**src/rtl/stream_intf.sv**
```systemverilog
// Valid/ready stream carrying WIDTH-bit words from a Src to a Snk.
interface StreamIntf #(parameter int WIDTH = 8);
    logic             valid;
    logic [WIDTH-1:0] data;
    logic             ready;

    modport Src (output valid, data, input ready);
    modport Snk (input valid, data, output ready);
endinterface

```
**src/rtl/stream_fifo_mem.sv**
```systemverilog
// Register-array FIFO storage: one synchronous write port, one asynchronous read port.
module stream_fifo_mem #(
    parameter int WIDTH = 8,
    parameter int DEPTH = 4
) (
    input  logic                     clk,
    input  logic                     we,
    input  logic [$clog2(DEPTH)-1:0] waddr,
    input  logic [WIDTH-1:0]         wdata,
    input  logic [$clog2(DEPTH)-1:0] raddr,
    output logic [WIDTH-1:0]         rdata
);
    logic [WIDTH-1:0] mem [DEPTH];

    always_ff @(posedge clk) begin
        if (we) mem[waddr] <= wdata;
    end

    assign rdata = mem[raddr];
endmodule

```
**src/rtl/stream_feeder.sv**
```systemverilog
// Buffered producer: push handshake in, DEPTH-entry first-word-fall-through FIFO,
// StreamIntf Src out. Outputs derive from registered state only (no empty bypass).
module stream_feeder #(
    parameter int WIDTH = 8,
    parameter int DEPTH = 4
) (
    input  logic                     clk,
    input  logic                     rst,
    input  logic                     push_valid,
    output logic                     push_ready,
    input  logic [WIDTH-1:0]         push_data,
    StreamIntf.Src                   out,
    output logic [$clog2(DEPTH):0]   level
);
    localparam int PW = $clog2(DEPTH);
    localparam int CW = PW + 1;
    localparam logic [CW-1:0] FULL  = CW'(DEPTH);
    localparam logic [CW-1:0] EMPTY = '0;

    logic [PW-1:0]    wr_ptr, rd_ptr;
    logic [CW-1:0]    count;
    logic [WIDTH-1:0] rdata;
    logic             out_valid;
    logic             do_push, do_pop;

    // push_ready ignores out.ready on purpose: no write-through when full.
    assign push_ready = (count != FULL) && !rst;
    assign out_valid  = (count != EMPTY);
    assign do_push    = push_valid && push_ready;
    assign do_pop     = out_valid && out.ready;

    assign out.valid = out_valid;
    // Gate data so never-written entries cannot leak X.
    assign out.data  = out_valid ? rdata : '0;
    assign level     = count;

    stream_fifo_mem #(.WIDTH(WIDTH), .DEPTH(DEPTH)) u_mem (
        .clk   (clk),
        .we    (do_push),
        .waddr (wr_ptr),
        .wdata (push_data),
        .raddr (rd_ptr),
        .rdata (rdata)
    );

    always_ff @(posedge clk or posedge rst) begin
        if (rst) begin
            wr_ptr <= '0;
            rd_ptr <= '0;
            count  <= '0;
        end else begin
            if (do_push) wr_ptr <= wr_ptr + 1'b1;
            if (do_pop)  rd_ptr <= rd_ptr + 1'b1;
            case ({do_push, do_pop})
                2'b10:   count <= count + 1'b1;
                2'b01:   count <= count - 1'b1;
                default: count <= count;
            endcase
        end
    end
endmodule

```
**src/flat_wrapper.sv**
```systemverilog
// flat-port wrapper written by rule: the top's interface ports become plain ports
module stream_feeder_flat 
#(
    parameter int WIDTH = 8,
    parameter int DEPTH = 4
)
  (clk, rst, push_valid, push_ready, push_data, level, out_valid, out_data, out_ready);
  StreamIntf #(.WIDTH(WIDTH)) out_i ();
  input  logic clk;
  input  logic rst;
  input  logic push_valid;
  output logic push_ready;
  input  logic [WIDTH-1:0] push_data;
  output logic [$clog2(DEPTH):0] level;
  output wire logic [$bits(out_i.valid)-1:0] out_valid;
  output wire logic [$bits(out_i.data)-1:0] out_data;
  input wire logic [$bits(out_i.ready)-1:0] out_ready;
  assign out_valid = out_i.valid;
  assign out_data = out_i.data;
  assign out_i.ready = out_ready;
  stream_feeder #(.WIDTH(WIDTH), .DEPTH(DEPTH)) u_core (.clk(clk), .rst(rst), .push_valid(push_valid), .push_ready(push_ready), .push_data(push_data), .out(out_i), .level(level));
endmodule
```
**config.mk**
```make
export PLATFORM = sky130hd
export DESIGN_NAME = stream_feeder_flat
export DESIGN_NICKNAME = d
export VERILOG_FILES = /design/src/rtl/stream_intf.sv /design/src/rtl/stream_fifo_mem.sv /design/src/rtl/stream_feeder.sv /design/src/flat_wrapper.sv
export SDC_FILE = /design/constraint.sdc
export NUM_CORES = 1
export LEC_CHECK = 0
export CAP_MARGIN = 20
export CORE_MARGIN = 2
export CORE_UTILIZATION = 50
export DETAILED_ROUTE_END_ITERATION = 10
export HOLD_SLACK_MARGIN = 0.02
export MAX_ROUTING_LAYER = met4
export PLACE_DENSITY = 0.75
export SLEW_MARGIN = 30
export SYNTH_ARGS = -nofsm -noshare
export SYNTH_HDL_FRONTEND = slang
export SYNTH_SLANG_ARGS = --single-unit
```
**constraint.sdc**
```tcl
create_clock -name clk -period 2.75 [get_ports clk]
set_clock_uncertainty 0.2 [all_clocks]
set_input_delay 0.6875 -clock clk [delete_from_list [all_inputs] [get_ports clk]]
set_output_delay 0.6875 -clock clk [all_outputs]
set_load 0.01 [all_outputs]
```
==> run_summary.xml <==
<?xml version="1.0" encoding="UTF-8"?>
<metrics>
  <group name="detailed_routing">
    <metric name="route.detailed.wl_per_inst" unit="um">16.5</metric>
    <metric name="residual_antenna_violating_net_count_after_detailed_routing" unit="">0</metric>
    <metric name="firstDrtPassIters" unit="">2</metric>
    <metric name="initial_drt_markers" unit="">22</metric>
    <metric name="drc" unit="">0</metric>
    <metric name="post_drt_via_cell_ratio" unit="">5.08</metric>
    <metric name="via_count" unit="">863</metric>
    <metric name="routed_wirelength" unit="mm">2.81</metric>
  </group>
  <group name="setup_path">
    <metric name="timing.critical_path.slowest_stage_cell" unit="">sky130_fd_sc_hd__clkdlybuf4s50_1</metric>
    <metric name="regToRegSetupSlack" unit="ps">470</metric>
    <metric name="worst_path_most_repeated_cell" unit="">sky130_fd_sc_hd__clkdlybuf4s50_1</metric>
    <metric name="setup.worst_path.end_class" unit="">output pin</metric>
    <metric name="endpoint_of_the_most_critical_register_to_register_path" unit="">u_core.level[2]$_DFFE_PP0P_</metric>
    <metric name="worst-endpoint-arrival" unit="ps">1820</metric>
    <metric name="r2r_cells" unit="">8</metric>
    <metric name="crit_path_start" unit="">rst</metric>
    <metric name="crit_path_cell_trace" unit="">clkdlybuf4s50_1 -&gt; a21oi_1 -&gt; clkdlybuf4s50_1</metric>
    <metric name="number_of_buffer_and_inverter_stages_on_the_critical_path" unit="">2</metric>
    <metric name="cp.required" unit="ps">1860</metric>
    <metric name="worstSetupStartpointType" unit="">input pin</metric>
    <metric name="critical-path-top-delay-family" unit="">buffers and inverters</metric>
    <metric name="worstReg2RegStart" unit="">u_core.level[0]$_DFFE_PP0P_</metric>
    <metric name="critical-path-max-stage-delay" unit="ps">550</metric>
    <metric name="path_max_fanout" unit="">3</metric>
    <metric name="timing_worst_setup_path_type" unit="">in2out</metric>
  </group>
  <group name="timing">
    <metric name="period_minus_slack" unit="ps">2700</metric>
    <metric name="fmax" unit="MHz">370</metric>
    <metric name="worst-slew-pin-transition" unit="ps">438</metric>
    <metric name="relSlewSlack" unit="%">70.8</metric>
    <metric name="timing_hold_violations_final" unit="">0</metric>
    <metric name="finalHoldWorstSlack" unit="ps">393</metric>
    <metric name="fin_crit_sh" unit="%">98.3</metric>
    <metric name="setup_viol" unit="">0</metric>
    <metric name="drv_slew" unit="">0</metric>
    <metric name="rsz0062_at_grt" unit="">yes</metric>
  </group>
  <group name="yosys">
    <metric name="syn_nets" unit="">109</metric>
    <metric name="yosysTopAreaCellShare" unit="%">57.9</metric>
    <metric name="synth_cells" unit="">91</metric>
    <metric name="yosys.cell_types.count" unit="">20</metric>
    <metric name="post_synth_main_area_contributors" unit="">sky130_fd_sc_hd__edfxtp_1 (58%), sky130_fd_sc_hd__mux4_2 (11%), sky130_fd_sc_hd__dfrtp_1 (11%), sky130_fd_sc_hd__and2_1 (4.5%), sky130_fd_sc_hd__ha_1 (3.8%)</metric>
    <metric name="syn_avg_cell_area" unit="um^2">18.2</metric>
    <metric name="synth_area" unit="um^2">1660</metric>
    <metric name="yosysWarnings" unit="">0</metric>
    <metric name="synth_seq_area_share" unit="%">68.5</metric>
    <metric name="synth.largest_area_cell" unit="">sky130_fd_sc_hd__edfxtp_1</metric>
    <metric name="synth_seq_cells" unit="">39</metric>
  </group>
  <group name="outcome">
    <metric name="run_status" unit="">complete, no violations</metric>
  </group>
  <group name="min_path">
    <metric name="hold_start" unit="">u_core.wr_ptr[1]$_DFFE_PP0P_</metric>
    <metric name="min-delay-path-class" unit="">reg2reg</metric>
    <metric name="worstHoldPathCells" unit="">1</metric>
    <metric name="timing.hold.worst_endpoint" unit="">u_core.wr_ptr[1]$_DFFE_PP0P_</metric>
  </group>
  <group name="finish">
    <metric name="final_area" unit="um^2">2030</metric>
    <metric name="final_cell_mix" unit="">sky130_fd_sc_hd__edfxtp_1 (32), sky130_fd_sc_hd__clkdlybuf4s50_1 (16), sky130_fd_sc_hd__and2_1 (12), sky130_fd_sc_hd__mux4_2 (8)</metric>
    <metric name="syn_to_final_growth" unit="%">22.5</metric>
    <metric name="layout_commonest_cell" unit="">sky130_fd_sc_hd__edfxtp_1</metric>
    <metric name="antennaDiodeCount" unit="">0</metric>
    <metric name="finish.net_count" unit="">143</metric>
    <metric name="layout_cells_sized_above_1" unit="%">19.8</metric>
  </group>
  <group name="placed_design">
    <metric name="detailed_place.area" unit="um^2">1980</metric>
    <metric name="placement.io_buffers" unit="">24</metric>
    <metric name="hpwlAfterDp" unit="mm">2.04</metric>
    <metric name="gp_congestion" unit="">0.672</metric>
  </group>
  <group name="global_routing">
    <metric name="first_pass_grt_wire_length" unit="mm">4.26</metric>
    <metric name="groute.usage.overall" unit="%">17.5</metric>
    <metric name="grt-ovfl-total" unit="">0</metric>
    <metric name="first_global_vias" unit="">879</metric>
    <metric name="grt_start_max_net_pins" unit="">12</metric>
    <metric name="antenna_violations_before_repair" unit="">0</metric>
  </group>
  <group name="clock_network">
    <metric name="clk_pin_slew" unit="ps">110</metric>
    <metric name="cts_buffers" unit="">5</metric>
    <metric name="tritoncts" unit="">built</metric>
    <metric name="cts.sinks" unit="">39</metric>
    <metric name="post_cts.repair.setup_buffers" unit="">0</metric>
    <metric name="worstSkewPairLatency" unit="ps">320</metric>
    <metric name="cts-root-to-sink-buffers" unit="">2</metric>
    <metric name="clk_root_buffer_cell" unit="">sky130_fd_sc_hd__clkbuf_4</metric>
    <metric name="post_cts_hold_buffer_count" unit="">0</metric>
    <metric name="h-tree-depth" unit="">2</metric>
  </group>
  <group name="pwr">
    <metric name="irDropWorstVdd" unit="uV">356</metric>
    <metric name="static-leakage-power" unit="nW">0.748</metric>
    <metric name="pwr_density_cell" unit="nW/um^2">943</metric>
  </group>
  <group name="die">
    <metric name="placeableCoreArea" unit="um^2">3100</metric>
    <metric name="initial_utilization" unit="%">53.5</metric>
    <metric name="die_width" unit="um">61.6</metric>
    <metric name="io_pins" unit="">25</metric>
    <metric name="dieHeight" unit="um">61.6</metric>
    <metric name="full_die_area" unit="um^2">3800</metric>
    <metric name="std_cell_rows" unit="">20</metric>
  </group>
  <group name="job">
    <metric name="maxCapViolations" unit="">0</metric>
  </group>
</metrics>
[worst register-to-register path: cells and delay by family (launching register included)]
kind                     cells  cell delay, ps
XOR/XNOR                     2             310
AND/OR/NAND/NOR              3             750
flip-flops                   1             450
buffers and inverters        1              70
adder cells (fa/ha/maj)      2             390
[final cells by class]
| type | count | area (um^2) |
|---|---|---|
| Timing Repair Buffer | 30 | 297 |
| Clock buffer | 7 | 45.0 |
| Clock inverter | 1 | 5.00 |
| Tap cell | 44 | 55.1 |
| Fill cell | 256 | 1070 |
| Multi-Input combinational cell | 42 | 469 |
| Inverter | 7 | 26.3 |
| Sequential cell | 39 | 1140 |
[how the worst max path moves through the flow]
stage | end | slack, ps | cells past startpoint
after floorplan | u_core.level[2]$_DFFE_PP0P_ | 590 | 9
after global placement | push_ready | 80 | 3
after detailed placement | u_core.level[2]$_DFFE_PP0P_ | -20 | 10
after CTS | out_data[3] | 30 | 4
after global routing | out_data[2] | -20 | 4
final | push_ready | 50 | 3
[power breakdown]
part	leakage, nW	internal, mW	switching, mW
sequential	0.372	0.749	0.0949
combinational	0.347	0.465	0.340
clock	0.0293	0.0998	0.169
[cells in the mapped netlist]
cell type and count:
sky130_fd_sc_hd__dfrtp_1 7, sky130_fd_sc_hd__a21oi_2 1, sky130_fd_sc_hd__ha_1 5, sky130_fd_sc_hd__xor2_1 3
sky130_fd_sc_hd__or3_4 1, sky130_fd_sc_hd__xnor2_1 3, sky130_fd_sc_hd__buf_6 2, sky130_fd_sc_hd__and2_4 1
sky130_fd_sc_hd__mux4_2 8, sky130_fd_sc_hd__nand2b_1 1, sky130_fd_sc_hd__nor2_1 2, sky130_fd_sc_hd__fa_1 1
sky130_fd_sc_hd__inv_1 7, sky130_fd_sc_hd__clkbuf_2 1, sky130_fd_sc_hd__edfxtp_1 32, sky130_fd_sc_hd__nand3_2 1
sky130_fd_sc_hd__and2_1 12, sky130_fd_sc_hd__mux2i_1 1, sky130_fd_sc_hd__a21oi_1 1, sky130_fd_sc_hd__mux2_2 1
[kinds of logic (layout without fill, tap and decap cells)]
| family | count (synthesis) | after routing | synth area share (%) |
|---|---|---|---|
| buf+inv | 10 | 45 | 3.24 |
| fa+ha+maj | 6 | 6 | 4.98 |
| mux | 10 | 10 | 12.1 |
| xor+xnor | 6 | 6 | 3.17 |
| flops | 39 | 39 | 68.5 |
| compound gates | 2 | 2 | 0.829 |
| simple gates | 18 | 18 | 7.16 |
[sequential cells by signal, summed over array words and instances, names as in the netlist]
register and flops:
u_core.level 3, u_core.rd_ptr 2, u_core.u_mem.mem 32, u_core.wr_ptr 2
[layer usage]
metal / GRT usage, % / part of all wire, %
met5: - / 0
met2: 28.9 / 55
met4: 6.38 / 1.0
met3: 6.09 / 3.9
met1: 19.8 / 40
[repair_timing]
item | CTS | global route
gates cloned | 0 | 0
pin swaps | 0 | 0
setup endpoints to repair | 8 | 8
resized for setup | 8 | 7
[stage by stage]
step | util (%) | instances | TNS, ps | setup WS [ps] | total power, mW
finish | 65.5 | 170 | 0 | 45.5 | 1.92
global route | 65.5 | 170 | -17.4 | -17.4 | 2.04
CTS | 65.2 | 170 | 0 | 29.1 | 1.93
detailed placement | 64.0 | 162 | -15.7 | -15.7 | 1.72
global placement | 64.0 | 162 | 0 | 84.2 | 1.67
floorplan | - | 91 | 0 | 587 | 1.34
Power figures use the tool's default switching activity.
